==> src/rtl/rv_pkg.sv <==
// Shared register-file constants and types used by the writeback controller.
package rv_pkg;

  localparam int unsigned XLEN = 32;
  localparam int unsigned AW   = 5;

  typedef logic [AW-1:0] reg_addr_t;

  typedef enum logic [1:0] {
    WB_NONE,
    WB_ALU,
    WB_LOAD
  } wb_src_e;

endpackage

==> src/rtl/ld_pend_fifo.sv <==
// In-order FIFO of outstanding load destination registers; exposes every
// entry and its valid bit so the controller can detect load-use hazards.
module ld_pend_fifo #(
  parameter int unsigned DEPTH = 2,
  parameter int unsigned AW    = 5
) (
  input  logic                     clk,
  input  logic                     reset,
  input  logic                     push_i,
  input  logic [AW-1:0]            rd_i,
  input  logic                     pop_i,
  output logic                     full_o,
  output logic                     empty_o,
  output logic [AW-1:0]            head_o,
  output logic [DEPTH-1:0][AW-1:0] ent_rd_o,
  output logic [DEPTH-1:0]         ent_vld_o
);

  localparam int unsigned PW = (DEPTH > 1) ? $clog2(DEPTH) : 1;
  localparam int unsigned CW = $clog2(DEPTH + 1);

  logic [PW-1:0]            wr_ptr_q, wr_ptr_d, rd_ptr_q, rd_ptr_d;
  logic [CW-1:0]            count_q, count_d;
  logic [DEPTH-1:0][AW-1:0] rd_q, rd_d;
  logic [DEPTH-1:0]         vld_q, vld_d;

  function automatic logic [PW-1:0] ptr_inc(input logic [PW-1:0] p);
    return (p == PW'(DEPTH - 1)) ? '0 : p + 1'b1;
  endfunction

  assign full_o    = (count_q == CW'(DEPTH));
  assign empty_o   = (count_q == '0);
  assign head_o    = rd_q[rd_ptr_q];
  assign ent_rd_o  = rd_q;
  assign ent_vld_o = vld_q;

  // Pop clears before push sets, so a push/pop at full into the same slot keeps it valid.
  always_comb begin
    wr_ptr_d = wr_ptr_q;
    rd_ptr_d = rd_ptr_q;
    count_d  = count_q;
    rd_d     = rd_q;
    vld_d    = vld_q;
    if (pop_i) begin
      vld_d[rd_ptr_q] = 1'b0;
      rd_ptr_d        = ptr_inc(rd_ptr_q);
    end
    if (push_i) begin
      vld_d[wr_ptr_q] = 1'b1;
      rd_d[wr_ptr_q]  = rd_i;
      wr_ptr_d        = ptr_inc(wr_ptr_q);
    end
    if (push_i && !pop_i) begin
      count_d = count_q + 1'b1;
    end else if (pop_i && !push_i) begin
      count_d = count_q - 1'b1;
    end
  end

  always_ff @(posedge clk or negedge reset) begin
    if (!reset) begin
      wr_ptr_q <= '0;
      rd_ptr_q <= '0;
      count_q  <= '0;
      rd_q     <= '0;
      vld_q    <= '0;
    end else begin
      wr_ptr_q <= wr_ptr_d;
      rd_ptr_q <= rd_ptr_d;
      count_q  <= count_d;
      rd_q     <= rd_d;
      vld_q    <= vld_d;
    end
  end

endmodule

==> src/rtl/reg_wb_ctrl.sv <==
// Register-file write port controller merging ALU and load writebacks.
// Optional macro WB_BYPASS_EN adds registered read-during-write bypass outputs.
module reg_wb_ctrl
  import rv_pkg::*;
#(
  parameter int unsigned XLEN     = rv_pkg::XLEN,
  parameter int unsigned LD_DEPTH = 2,
  parameter int unsigned AW       = rv_pkg::AW
) (
  input  logic            clk,
  input  logic            reset,
  input  logic            alu_wr_i,
  input  logic [AW-1:0]   alu_waddr_i,
  input  logic [XLEN-1:0] alu_wdata_i,
  input  logic            ld_issue_i,
  input  logic [AW-1:0]   ld_rd_i,
  output logic            ld_full_o,
  input  logic            ld_rsp_valid_i,
  input  logic [XLEN-1:0] ld_rsp_data_i,
  output logic            ld_rsp_ready_o,
  input  logic [AW-1:0]   raddr_1_i,
  input  logic [AW-1:0]   raddr_2_i,
  output logic            stall_o,
  output logic            reg_wr_c_o,
  output logic [AW-1:0]   waddr_o,
  output logic [XLEN-1:0] wdata_o,
  output logic            err_o
`ifdef WB_BYPASS_EN
  ,
  output logic            byp_1_o,
  output logic            byp_2_o,
  output logic [XLEN-1:0] byp_data_o
`endif
);

  logic                        empty, push, pop;
  logic [AW-1:0]               head_rd;
  logic [LD_DEPTH-1:0][AW-1:0] ent_rd;
  logic [LD_DEPTH-1:0]         ent_vld;
  logic                        err_q, err_d;
  wb_src_e                     src;

  assign ld_rsp_ready_o = ~alu_wr_i & ~empty;
  assign pop            = ld_rsp_valid_i & ld_rsp_ready_o;
  // A pop in the same cycle frees a slot, so issuing at full is legal then.
  assign push           = ld_issue_i & (~ld_full_o | pop);

  ld_pend_fifo #(
    .DEPTH (LD_DEPTH),
    .AW    (AW)
  ) u_fifo (
    .clk       (clk),
    .reset     (reset),
    .push_i    (push),
    .rd_i      (ld_rd_i),
    .pop_i     (pop),
    .full_o    (ld_full_o),
    .empty_o   (empty),
    .head_o    (head_rd),
    .ent_rd_o  (ent_rd),
    .ent_vld_o (ent_vld)
  );

  always_comb begin
    src = WB_NONE;
    if (alu_wr_i) begin
      src = WB_ALU;
    end else if (pop) begin
      src = WB_LOAD;
    end
  end

  always_comb begin
    waddr_o = '0;
    wdata_o = '0;
    unique case (src)
      WB_ALU: begin
        waddr_o = alu_waddr_i;
        wdata_o = alu_wdata_i;
      end
      WB_LOAD: begin
        waddr_o = head_rd;
        wdata_o = ld_rsp_data_i;
      end
      default: ;
    endcase
  end

  assign reg_wr_c_o = (src != WB_NONE) && (waddr_o != '0);

  always_comb begin
    stall_o = 1'b0;
    for (int unsigned i = 0; i < LD_DEPTH; i++) begin
      if (ent_vld[i] && (raddr_1_i != '0) && (ent_rd[i] == raddr_1_i)) stall_o = 1'b1;
      if (ent_vld[i] && (raddr_2_i != '0) && (ent_rd[i] == raddr_2_i)) stall_o = 1'b1;
    end
`ifndef WB_BYPASS_EN
    if (reg_wr_c_o && (raddr_1_i != '0) && (waddr_o == raddr_1_i)) stall_o = 1'b1;
    if (reg_wr_c_o && (raddr_2_i != '0) && (waddr_o == raddr_2_i)) stall_o = 1'b1;
`endif
  end

  assign err_d = err_q
               | (ld_issue_i & ld_full_o & ~pop)
               | (ld_rsp_valid_i & empty);
  assign err_o = err_q;

  always_ff @(posedge clk or negedge reset) begin
    if (!reset) begin
      err_q <= 1'b0;
    end else begin
      err_q <= err_d;
    end
  end

`ifdef WB_BYPASS_EN
  logic            byp_1_q, byp_1_d, byp_2_q, byp_2_d;
  logic [XLEN-1:0] byp_data_q, byp_data_d;

  always_comb begin
    byp_1_d    = reg_wr_c_o && (raddr_1_i != '0) && (waddr_o == raddr_1_i);
    byp_2_d    = reg_wr_c_o && (raddr_2_i != '0) && (waddr_o == raddr_2_i);
    byp_data_d = reg_wr_c_o ? wdata_o : byp_data_q;
  end

  always_ff @(posedge clk or negedge reset) begin
    if (!reset) begin
      byp_1_q    <= 1'b0;
      byp_2_q    <= 1'b0;
      byp_data_q <= '0;
    end else begin
      byp_1_q    <= byp_1_d;
      byp_2_q    <= byp_2_d;
      byp_data_q <= byp_data_d;
    end
  end

  assign byp_1_o    = byp_1_q;
  assign byp_2_o    = byp_2_q;
  assign byp_data_o = byp_data_q;
`endif

endmodule

==> config.mk <==
export PLATFORM = sky130hd
export DESIGN_NAME = reg_wb_ctrl
export DESIGN_NICKNAME = d
export VERILOG_FILES = /design/src/rtl/rv_pkg.sv /design/src/rtl/ld_pend_fifo.sv /design/src/rtl/reg_wb_ctrl.sv
export SDC_FILE = /design/constraint.sdc
export NUM_CORES = 1
export LEC_CHECK = 0
export CAP_MARGIN = 25
export CORE_UTILIZATION = 35
export CTS_CLUSTER_DIAMETER = 120
export DETAILED_ROUTE_END_ITERATION = 10
export GPL_TIMING_DRIVEN = 0
export PLACE_DENSITY_LB_ADDON = 0.3
export SKIP_LAST_GASP = 1
export SYNTH_ARGS = -nofsm -noshare
export SYNTH_HDL_FRONTEND = slang
export SYNTH_SLANG_ARGS = --single-unit
export TNS_END_PERCENT = 30
==> constraint.sdc <==
create_clock -name clk -period 4.97 [get_ports clk]
set_input_delay 0.994 -clock clk [delete_from_list [all_inputs] [get_ports clk]]
set_output_delay 0.994 -clock clk [all_outputs]
set_load 0.03 [all_outputs]
## Yosys cells after proc, flatten, opt, wreduce, memory -nomap -nowiden

Cells that the tools add are included.

- Output and inout port bits: 42
- Word-level logic and storage cells: 90
- Flip-flop bits (word level): 17
- Input port bits: 89

- Reductions and logical operators: 25
- Add/sub/neg operators: 4
- Multiplexer cells: 25
- Equality and inequality tests: 9
- Order comparisons: 4
- Bitwise logic cells: 16

Operator list:

| cell | number |
|---|---|
| $pmux W32 S2 | 1 |
| $eq A5 B5 Y1 | 6 |
| $logic_and A1 B1 Y1 | 17 |
| $mux W5 | 3 |
| $reduce_bool A5 Y1 | 3 |
| $mux W2 | 6 |
| $bwmux W10 | 1 |
| $mux W1 | 10 |
| $pmux W5 S2 | 1 |
| $and A1 B1 Y1 | 6 |
| $demux W5 S1 | 1 |
| $eq A2 B2 Y1 const B | 2 |
| $lt A1 B2 Y1 const B | 2 |
| $not A1 Y1 | 4 |
| $reduce_bool A2 Y1 | 2 |
| $or A1 B1 Y1 | 3 |
| $add A1 B1 Y1 const B | 2 |
| $add A2 B1 Y2 const B | 1 |
| $and A2 B2 Y2 | 1 |
| $demux W1 S1 | 2 |
| $eq A2 B1 Y1 const B | 1 |
| $ge A1 B1 Y1 const B | 2 |
| $logic_not A1 Y1 | 2 |
| $logic_not A2 Y1 | 1 |
| 3 further kinds | 3 |

## Longest topological paths before layout

Gate-level depths: netlist of the first run.

- Word-level depth: 14
- Depth in mapped cells: 10
- Gate-level depth less buffers: 9

## Cells and area by module

From an unflattened synthesis of the first run, not the netlist that was laid out.

- Cells, all modules: 159
- Area total of the unflattened synthesis: 1566.5 um^2

Modules (own cells, without submodules):

| module | area an instance (um^2) | seq. area each (um^2) | cells an instance | instances |
|---|---|---|---|---|
| reg_wb_ctrl | 855.8 | 25.0 | 109 | 1 |
| ld_pend_fifo | 710.7 | 400.4 | 50 | 1 |

## Worst setup path after synthesis of the first run

No wires, ideal clock.

- Path type: input port to output port
- Start point: in alu_wr_i
- End point: out stall_o
- Data arrival time: 2.764 ns
- Stages on the path: 7
- Slack: 1.212 ns
- Cell sequence: nand2b_1 buf_2 o31ai_2 xor2_1 nor4_1 nand3_1 nand3_1

- Longest elaborated chain between the ends: 13

RTL lines:

| element | RTL line | text |
|---|---|---|
| start: declaration | reg_wb_ctrl.sv:12 | `input logic alu_wr_i,` |
| $not A1 Y1 | reg_wb_ctrl.sv:43 | `assign ld_rsp_ready_o = ~alu_wr_i & ~empty;` |
| $and A1 B1 Y1 | reg_wb_ctrl.sv:43 |  |
| $and A1 B1 Y1 | reg_wb_ctrl.sv:44 | `assign pop = ld_rsp_valid_i & ld_rsp_ready_o;` |
| $mux W2 | reg_wb_ctrl.sv:68 | `end else if (pop) begin` |
| $mux W2 * | reg_wb_ctrl.sv:66 | `if (alu_wr_i) begin` |
| $eq A2 B2 Y1 / $eq A2 B1 Y1 (equally long branches) | reg_wb_ctrl.sv:76 | `unique case (src)` |
| $pmux W5 S2 * | reg_wb_ctrl.sv:76 |  |
| net waddr_o[2] | reg_wb_ctrl.sv:25 | `output logic [AW-1:0] waddr_o,` |
| $reduce_bool A5 Y1 | reg_wb_ctrl.sv:89 | `assign reg_wr_c_o = (src != WB_NONE) && (waddr_o != '0);` |
| $logic_and A1 B1 Y1 | reg_wb_ctrl.sv:89 |  |
| $logic_and A1 B1 Y1 (2 in series) | reg_wb_ctrl.sv:98 | `if (reg_wr_c_o && (raddr_1_i != '0) && (waddr_o == raddr_1_i)) stall_o = 1'b1;` |
| $mux W1 | reg_wb_ctrl.sv:98 |  |
| $mux W1 * | reg_wb_ctrl.sv:99 | `if (reg_wr_c_o && (raddr_2_i != '0) && (waddr_o == raddr_2_i)) stall_o = 1'b1;` |
| end: declaration | reg_wb_ctrl.sv:23 | `output logic stall_o,` |

The timed path passes the listed nets; every way through them passes the cells marked *.

## Final worst setup path of the first run

- Start point: in alu_wr_i
- End point: out stall_o

- Longest elaborated chain between the ends: 13

RTL lines:

| element | RTL line |
|---|---|
| $not A1 Y1 | reg_wb_ctrl.sv:43 |
| $and A1 B1 Y1 | reg_wb_ctrl.sv:43 |
| $and A1 B1 Y1 | reg_wb_ctrl.sv:44 |
| $mux W2 | reg_wb_ctrl.sv:68 |
| $mux W2 * | reg_wb_ctrl.sv:66 |
| $eq A2 B2 Y1 / $eq A2 B1 Y1 (equally long branches) | reg_wb_ctrl.sv:76 |
| $pmux W5 S2 | reg_wb_ctrl.sv:76 |
| $reduce_bool A5 Y1 | reg_wb_ctrl.sv:89 |
| $logic_and A1 B1 Y1 | reg_wb_ctrl.sv:89 |
| $logic_and A1 B1 Y1 (2 in series) | reg_wb_ctrl.sv:98 |
| $mux W1 | reg_wb_ctrl.sv:98 |
| $mux W1 * | reg_wb_ctrl.sv:99 |

Every way passes the cells marked *; elsewhere a longest branch is shown, timed or not.

==> results of run 1 <==
-- final cells by class --
type                    count  area (µm²)  share of cell area
clock buffers               3        41.3              0.0138
multi-input cells         133        1120               0.372
plain buffers               9        36.3              0.0121
well taps                  52        65.1              0.0217
repair buffers            130        1300               0.434
inverters                   2        8.76             0.00292
flip-flops and latches     17         425               0.142
clock inverters             1        5.00             0.00167
-- placed cells by master, fill, tap and decap left out, types with 3 or more instances in the layout --
cell type	count
clkbuf_1	7
o31ai_2	5
dfrtp_1	17
a22o_1	32
nor3_1	5
nand3_1	3
clkbuf_8	3
xnor2_1	15
xor2_1	20
nand4_1	4
mux2i_1	5
mux2_4	5
nor2_1	5
nand2_1	11
clkdlybuf4s50_1	130
mux2_1	5
-- stage by stage --
| stage | worst slack [ns] | instance area (µm²) | power (µW) | util |
|---|---|---|---|---|
| after global placement | 0.438 | 2950 | 991 | 0.678 |
| after floorplan | 1.21 | 1590 | 747 | - |
| after CTS | 0.342 | 3000 | 1120 | 0.689 |
| after global routing | 0.184 | 3000 | 1190 | 0.689 |
| final | 0.345 | 3000 | 1110 | 0.689 |
| after detailed placement | 0.350 | 2950 | 1010 | 0.678 |
-- final timing paths --
path	start	endpoint	cells past startpoint
worst max-delay path	alu_wr_i	stall_o	9
worst min-delay path	err_o$_DFF_PN0_	err_o$_DFF_PN0_	1
worst max register to register	u_fifo.count_q[0]$_DFFE_PN0P_	u_fifo.count_q[1]$_DFFE_PN0P_	9
worst min register to register	err_o$_DFF_PN0_	err_o$_DFF_PN0_	1
max in group asynchronous	reset	u_fifo.ent_rd_o[8]$_DFFE_PN0P_	1
min in group asynchronous	reset	u_fifo.ent_rd_o[2]$_DFFE_PN0P_	1
-- per-layer routing --
metal	share of wire	wire, µm	vias up	GRT usage
met3	0.057	326	9	0.0378
met2	0.51	2870	73	0.416
met4	0.020	111	0	0.0907
met1	0.42	2370	851	0.304
met5	0	0	-	0
li1	-	-	871	-
-- logic make-up (layout without fill, tap and decap cells) --
| family | after synthesis | count (layout) | synth area share |
|---|---|---|---|
| and+or+nand+nor | 37 | 37 | 0.132 |
| DFF | 17 | 17 | 0.268 |
| xor gates and xnor gates | 35 | 35 | 0.193 |
| buffers and inverters | 11 | 145 | 0.0284 |
| AOI/OAI and AO/OA | 45 | 45 | 0.256 |
| muxes | 15 | 15 | 0.114 |
| adders and majority gates | 1 | 1 | 0.00789 |
-- registers in the layout, summed over array words and instances, names as in the netlist --
name and flops:
err_o 1, u_fifo.count_q 2, u_fifo.ent_rd_o 10, u_fifo.ent_vld_o 2
u_fifo.rd_ptr_q 1, u_fifo.wr_ptr_q 1
-- power by group --
| group | internal (µW) | switching, µW | total, µW | leakage [µW] |
|---|---|---|---|---|
| combinational | 361 | 346 | 707 | 0.000974 |
| clock | 55.6 | 46.0 | 102 | 0.0000255 |
| sequential | 205 | 98.4 | 304 | 0.000194 |
==> metrics.cfg, run 1 <==
[timing]
tightestPinTransition_ns=0.715
fin_hold_ws_ns=0.484
setup-tns-final_ns=0
slew_viol_final=0
hold_viol_final=0
max_slew_margin=0.522
fmax_ghz=0.216
skew_ns=0.00749
rsz0062_at_grt=no
finalCritPeriodShare=0.931
setup_viol_count_final=0
min_period_ns=4.62

[clocking]
clkSinkCount=17
clock_path_buffers=2
postCtsResizedCells=0
clk_latency_ns=0.25
holdBufCountCts=0
cts-htree-levels=1
clk_root_buffer_cell=clkbuf_8
clk_pin_slew_ns=0.07
cts_setup_buffers=0
cts_tree=built
numCtsBuffers=3

[route]
post_drt_wl_per_cell_um=16.4
routed_wl_mm=5.68
drtPass1Iterations=4
drtIter0Drc=72
drc_errors=0
via_count=1804
ant_nets=0
vias_per_cell=5.20

[layout]
antennaDiodeCount=0
synthToLayoutAreaGrowth_pct=89.0
drive_gt1_frac=0.0780
fin_nets=386
layoutNonFillerInstCount=347
n_fill_cell=367

[yosys]
async_flop_share=1.00
synthCells=161
yosys.area.top_type=dfrtp_1
post-synth-top-count-cell=a22o_1
synthesis.area_mm2=0.00159
synth.avg_cell_area_um2=9.85
synth_edf_count=0
ys_top_cells_by_count=a22o_1 (32), xor2_1 (20), dfrtp_1 (17)
dominantRegCellSynth=dfrtp_1
ys_seq_elements=17
netlist_top_cells_area=dfrtp_1 (27%), a22o_1 (18%), xor2_1 (11%)
synth-seq-area-share=0.268
post-synth-top-area-fraction=0.268
yosysUniqueCellTypes=31
syn_nets=251
yosysWarnings=0

[critical_path]
reg2reg_slack_ns=3.04
startpoint_type=input port
arrival_ns=3.63
crit_family=buffers and inverters
crit_required_ns=3.98
slowest_stage=clkdlybuf4s50_1
critPathBufInv=3
crit_type=input port to output port
crit_fanout=7
cpPeakStageDelay_ns=0.66
crit_chain=clkdlybuf4s50_1 > nand2b_1 > buf_2 > o31ai_2 > xor2_1 > nor4_1 > nand3_1 > nand3_1 > clkdlybuf4s50_1
crit_path_end_kind=output port

[floorplan]
io_pins=131
fp.dieW_um=69.3
die_h_um=69.3
dieArea_mm2=0.00481
coreArea_mm2=0.00435
rows=24
start_util=0.364

[grt]
antenna_found_initial=0
grt_pass1_vias=1761
grt_pass1_wl_mm=9.27
grtUsageTotal=0.242
gr-total-overflow=0
grt_max_degree=18

[placed_design]
place.gp.congestion=0.877
dp_hpwl_mm=4.83
place_inst=343
portBuffers=130

[power]
p_per_area_mw_per_mm2=371
vdd_drop_max_v=0.000302
leakagePower_uw=0.00119

[job]
drv_cap=0

[status]
status=completed

[min_path]
hold_class=flip-flop to flip-flop

Power figures use the tool's default switching activity.
==> run 2, diff against run 1 <==
--- a/config.mk
+++ b/config.mk
@@ -10,9 +10,9 @@
 export CTS_CLUSTER_DIAMETER = 120
 export DETAILED_ROUTE_END_ITERATION = 10
 export GPL_TIMING_DRIVEN = 0
-export PLACE_DENSITY_LB_ADDON = 0.3
+export PLACE_DENSITY = 0.94
 export SKIP_LAST_GASP = 1
 export SYNTH_ARGS = -nofsm -noshare
 export SYNTH_HDL_FRONTEND = slang
 export SYNTH_SLANG_ARGS = --single-unit
-export TNS_END_PERCENT = 30
+export TNS_END_PERCENT = 10
==> run 2 against run 1 <==
Net effect:
- non-clock buffer count is the same
- critical path type unchanged
- combinational power is essentially flat
- global-route usage grew 0.41 points
- final area is essentially flat
- clock skew shrank 0.0029 ns
==> metrics.cfg, run 2 (same netlist as run 1, synthesis figures left out) <==
[status]
status=completed  ; unchanged

[floorplan]
die_h_um=69.3  ; unchanged
coreArea_mm2=0.00435  ; unchanged
fp.dieW_um=69.3  ; unchanged
io_pins=131  ; unchanged
dieArea_mm2=0.00481  ; unchanged
rows=24  ; unchanged
start_util=0.364  ; unchanged

[layout]
layoutNonFillerInstCount=347  ; unchanged
design_area_mm2=0.00300  ; about the same
fin_nets=386  ; unchanged
synthToLayoutAreaGrowth_pct=89.0  ; about the same
largest_reg_flops=10  ; unchanged
final_common_cell=clkdlybuf4s50_1  ; unchanged
drive_gt1_frac=0.0746  ; was 0.0780
final_cell_mix=clkdlybuf4s50_1 (130), a22o_1 (32), xor2_1 (20), dfrtp_1 (17), xnor2_1 (15)  ; unchanged
antennaDiodeCount=0  ; unchanged

[timing]
setup_viol_count_final=0  ; unchanged
max_slew_margin=0.509  ; was 0.522
skew_ns=0.00456  ; was 0.00749 ns
fmax_ghz=0.218  ; was 0.216 GHz
fin_hold_ws_ns=0.483  ; was 0.484 ns
finalCritPeriodShare=0.922  ; was 0.931
setup-tns-final_ns=0  ; unchanged
rsz0062_at_grt=no  ; unchanged
tightestPinTransition_ns=0.734  ; was 0.715 ns
hold_viol_final=0  ; unchanged
finalWorstSetupSlack_ns=0.388  ; was 0.345 ns
slew_viol_final=0  ; unchanged
min_period_ns=4.58  ; was 4.62 ns

[route]
drtPass1Iterations=4  ; unchanged
routed_wl_mm=5.85  ; was 5.68 mm
post_drt_wl_per_cell_um=16.8  ; was 16.4 µm
drtIter0Drc=37  ; was 72
vias_per_cell=5.30  ; was 5.20
via_count=1838  ; was 1,804
drc_errors=0  ; unchanged
ant_nets=0  ; unchanged

[job]
drv_cap=0  ; unchanged

[power]
leakagePower_uw=0.00119  ; about the same
p_per_area_mw_per_mm2=373  ; was 371 mW/mm²
p_int_uw=623  ; was 622 µW
p_comb_frac=0.634  ; was 0.636
p_clk_frac=0.091  ; about the same
vdd_drop_max_v=0.000236  ; was 0.000302 V
pwr-share-seq=0.275  ; was 0.273
swShare=0.442  ; was 0.441
switchingPower_uw=494  ; was 490 µW

[placed_design]
place.gp.congestion=0.878  ; was 0.877
place_ws_ns=0.378  ; was 0.350 ns
dp_hpwl_mm=4.88  ; was 4.83 mm
portBuffers=130  ; unchanged
placed_area_mm2=0.00295  ; unchanged
place_inst=343  ; unchanged

[clocking]
holdBufCountCts=0  ; unchanged
clk_root_buffer_cell=clkbuf_8  ; unchanged
clk_latency_ns=0.25  ; about the same
postCtsResizedCells=0  ; unchanged
cts_tree=built  ; unchanged
numCtsBuffers=3  ; unchanged
clkSinkCount=17  ; unchanged
cts-htree-levels=1  ; unchanged
clk_pin_slew_ns=0.06  ; was 0.07 ns
clock_path_buffers=2  ; unchanged
cts_setup_buffers=0  ; unchanged

[critical_path]
rr_endpoint=u_fifo.count_q[1]$_DFFE_PN0P_  ; unchanged
reg2reg_from=u_fifo.count_q[1]$_DFFE_PN0P_  ; was u_fifo.count_q[0]$_DFFE_PN0P_
startpoint_type=input port  ; unchanged
crit_required_ns=3.98  ; about the same
reg2reg_slack_ns=3.03  ; was 3.04 ns
r2r_cells=9  ; unchanged
crit_fanout=7  ; unchanged
arrival_ns=3.59  ; was 3.63 ns
crit_type=input port to output port  ; unchanged
crit_path_end_kind=output port  ; unchanged

[min_path]
hold_class=flip-flop to flip-flop  ; unchanged
hold_start=u_fifo.ent_vld_o[1]$_DFF_PN0_  ; was err_o$_DFF_PN0_
min_path_cells=2  ; was 1
min_to=u_fifo.ent_vld_o[1]$_DFF_PN0_  ; was err_o$_DFF_PN0_

[grt]
gr-total-overflow=0  ; unchanged
antenna_found_initial=0  ; unchanged
grtUsageTotal=0.246  ; was 0.242
grt_pass1_wl_mm=9.57  ; was 9.27 mm
grt_max_degree=18  ; unchanged
grt_pass1_vias=1895  ; was 1,761

==> run 2: final cells by class <==
class	instances	area, µm²
inverter	2	8.76
sequential	17	425
multi-input combinational	133	1120
clock buffer	4	45.0
timing repair buffer	130	1300
fill	313	1360
tap	52	65.1
buffer	9	36.3
==> run 2: metal layers <==
layer  vias to the layer above  routed length (µm)  global-route usage
met5                         -                   0                   0
met1                       880                2360               0.301
li1                        868                   -                   -
met2                        81                3040               0.444
met4                         0                  80              0.0726
met3                         9                 362              0.0363
==> run 2: worst max path at each step <==
stage              from  slack, ns  cells after the start       to
2_1_floorplan  alu_wr_i       1.21                      7  stall_o
3_3_place_gp   alu_wr_i       0.40                      9  stall_o
3_5_place_dp   alu_wr_i       0.38                      9  stall_o
4_1_cts        alu_wr_i       0.37                      9  stall_o
5_1_grt        alu_wr_i       0.17                      9  stall_o
6_report       alu_wr_i       0.39                      9  stall_o
==> run 2: critical path: stages <==
cell             delay (ns)
clkdlybuf4s50_1        0.44
nand2b_1               0.15
buf_2                  0.20
o31ai_2                0.47
xor2_1                 0.12
nor4_1                 0.33
nand3_1                0.11
nand3_1                0.09
clkdlybuf4s50_1        0.68
==> run 2: through the flow <==
stage,util,total power (µW)
3_3_place_gp,0.678,988
4_1_cts,0.689,1120
5_1_grt,0.689,1190
3_5_place_dp,0.678,1020
6_report,0.689,1120
2_1_floorplan,-,747
==> run 2: power by group through the flow <==
stage / combinational (µW) / sequential [µW] / clock, µW
finish: 708 / 307 / 102
global route: 760 / 318 / 112
CTS: 712 / 306 / 105
detailed placement: 707 / 308 / 0
global placement: 688 / 301 / 0
floorplan: 469 / 278 / 0
==> run 3, diff against run 2 <==
--- a/config.mk
+++ b/config.mk
@@ -7,7 +7,6 @@
 export LEC_CHECK = 0
 export CAP_MARGIN = 25
 export CORE_UTILIZATION = 35
-export CTS_CLUSTER_DIAMETER = 120
 export DETAILED_ROUTE_END_ITERATION = 10
 export GPL_TIMING_DRIVEN = 0
 export PLACE_DENSITY = 0.94
==> results of run 3 <==
Final layout, timing and power as in run 2 (identical DEF).
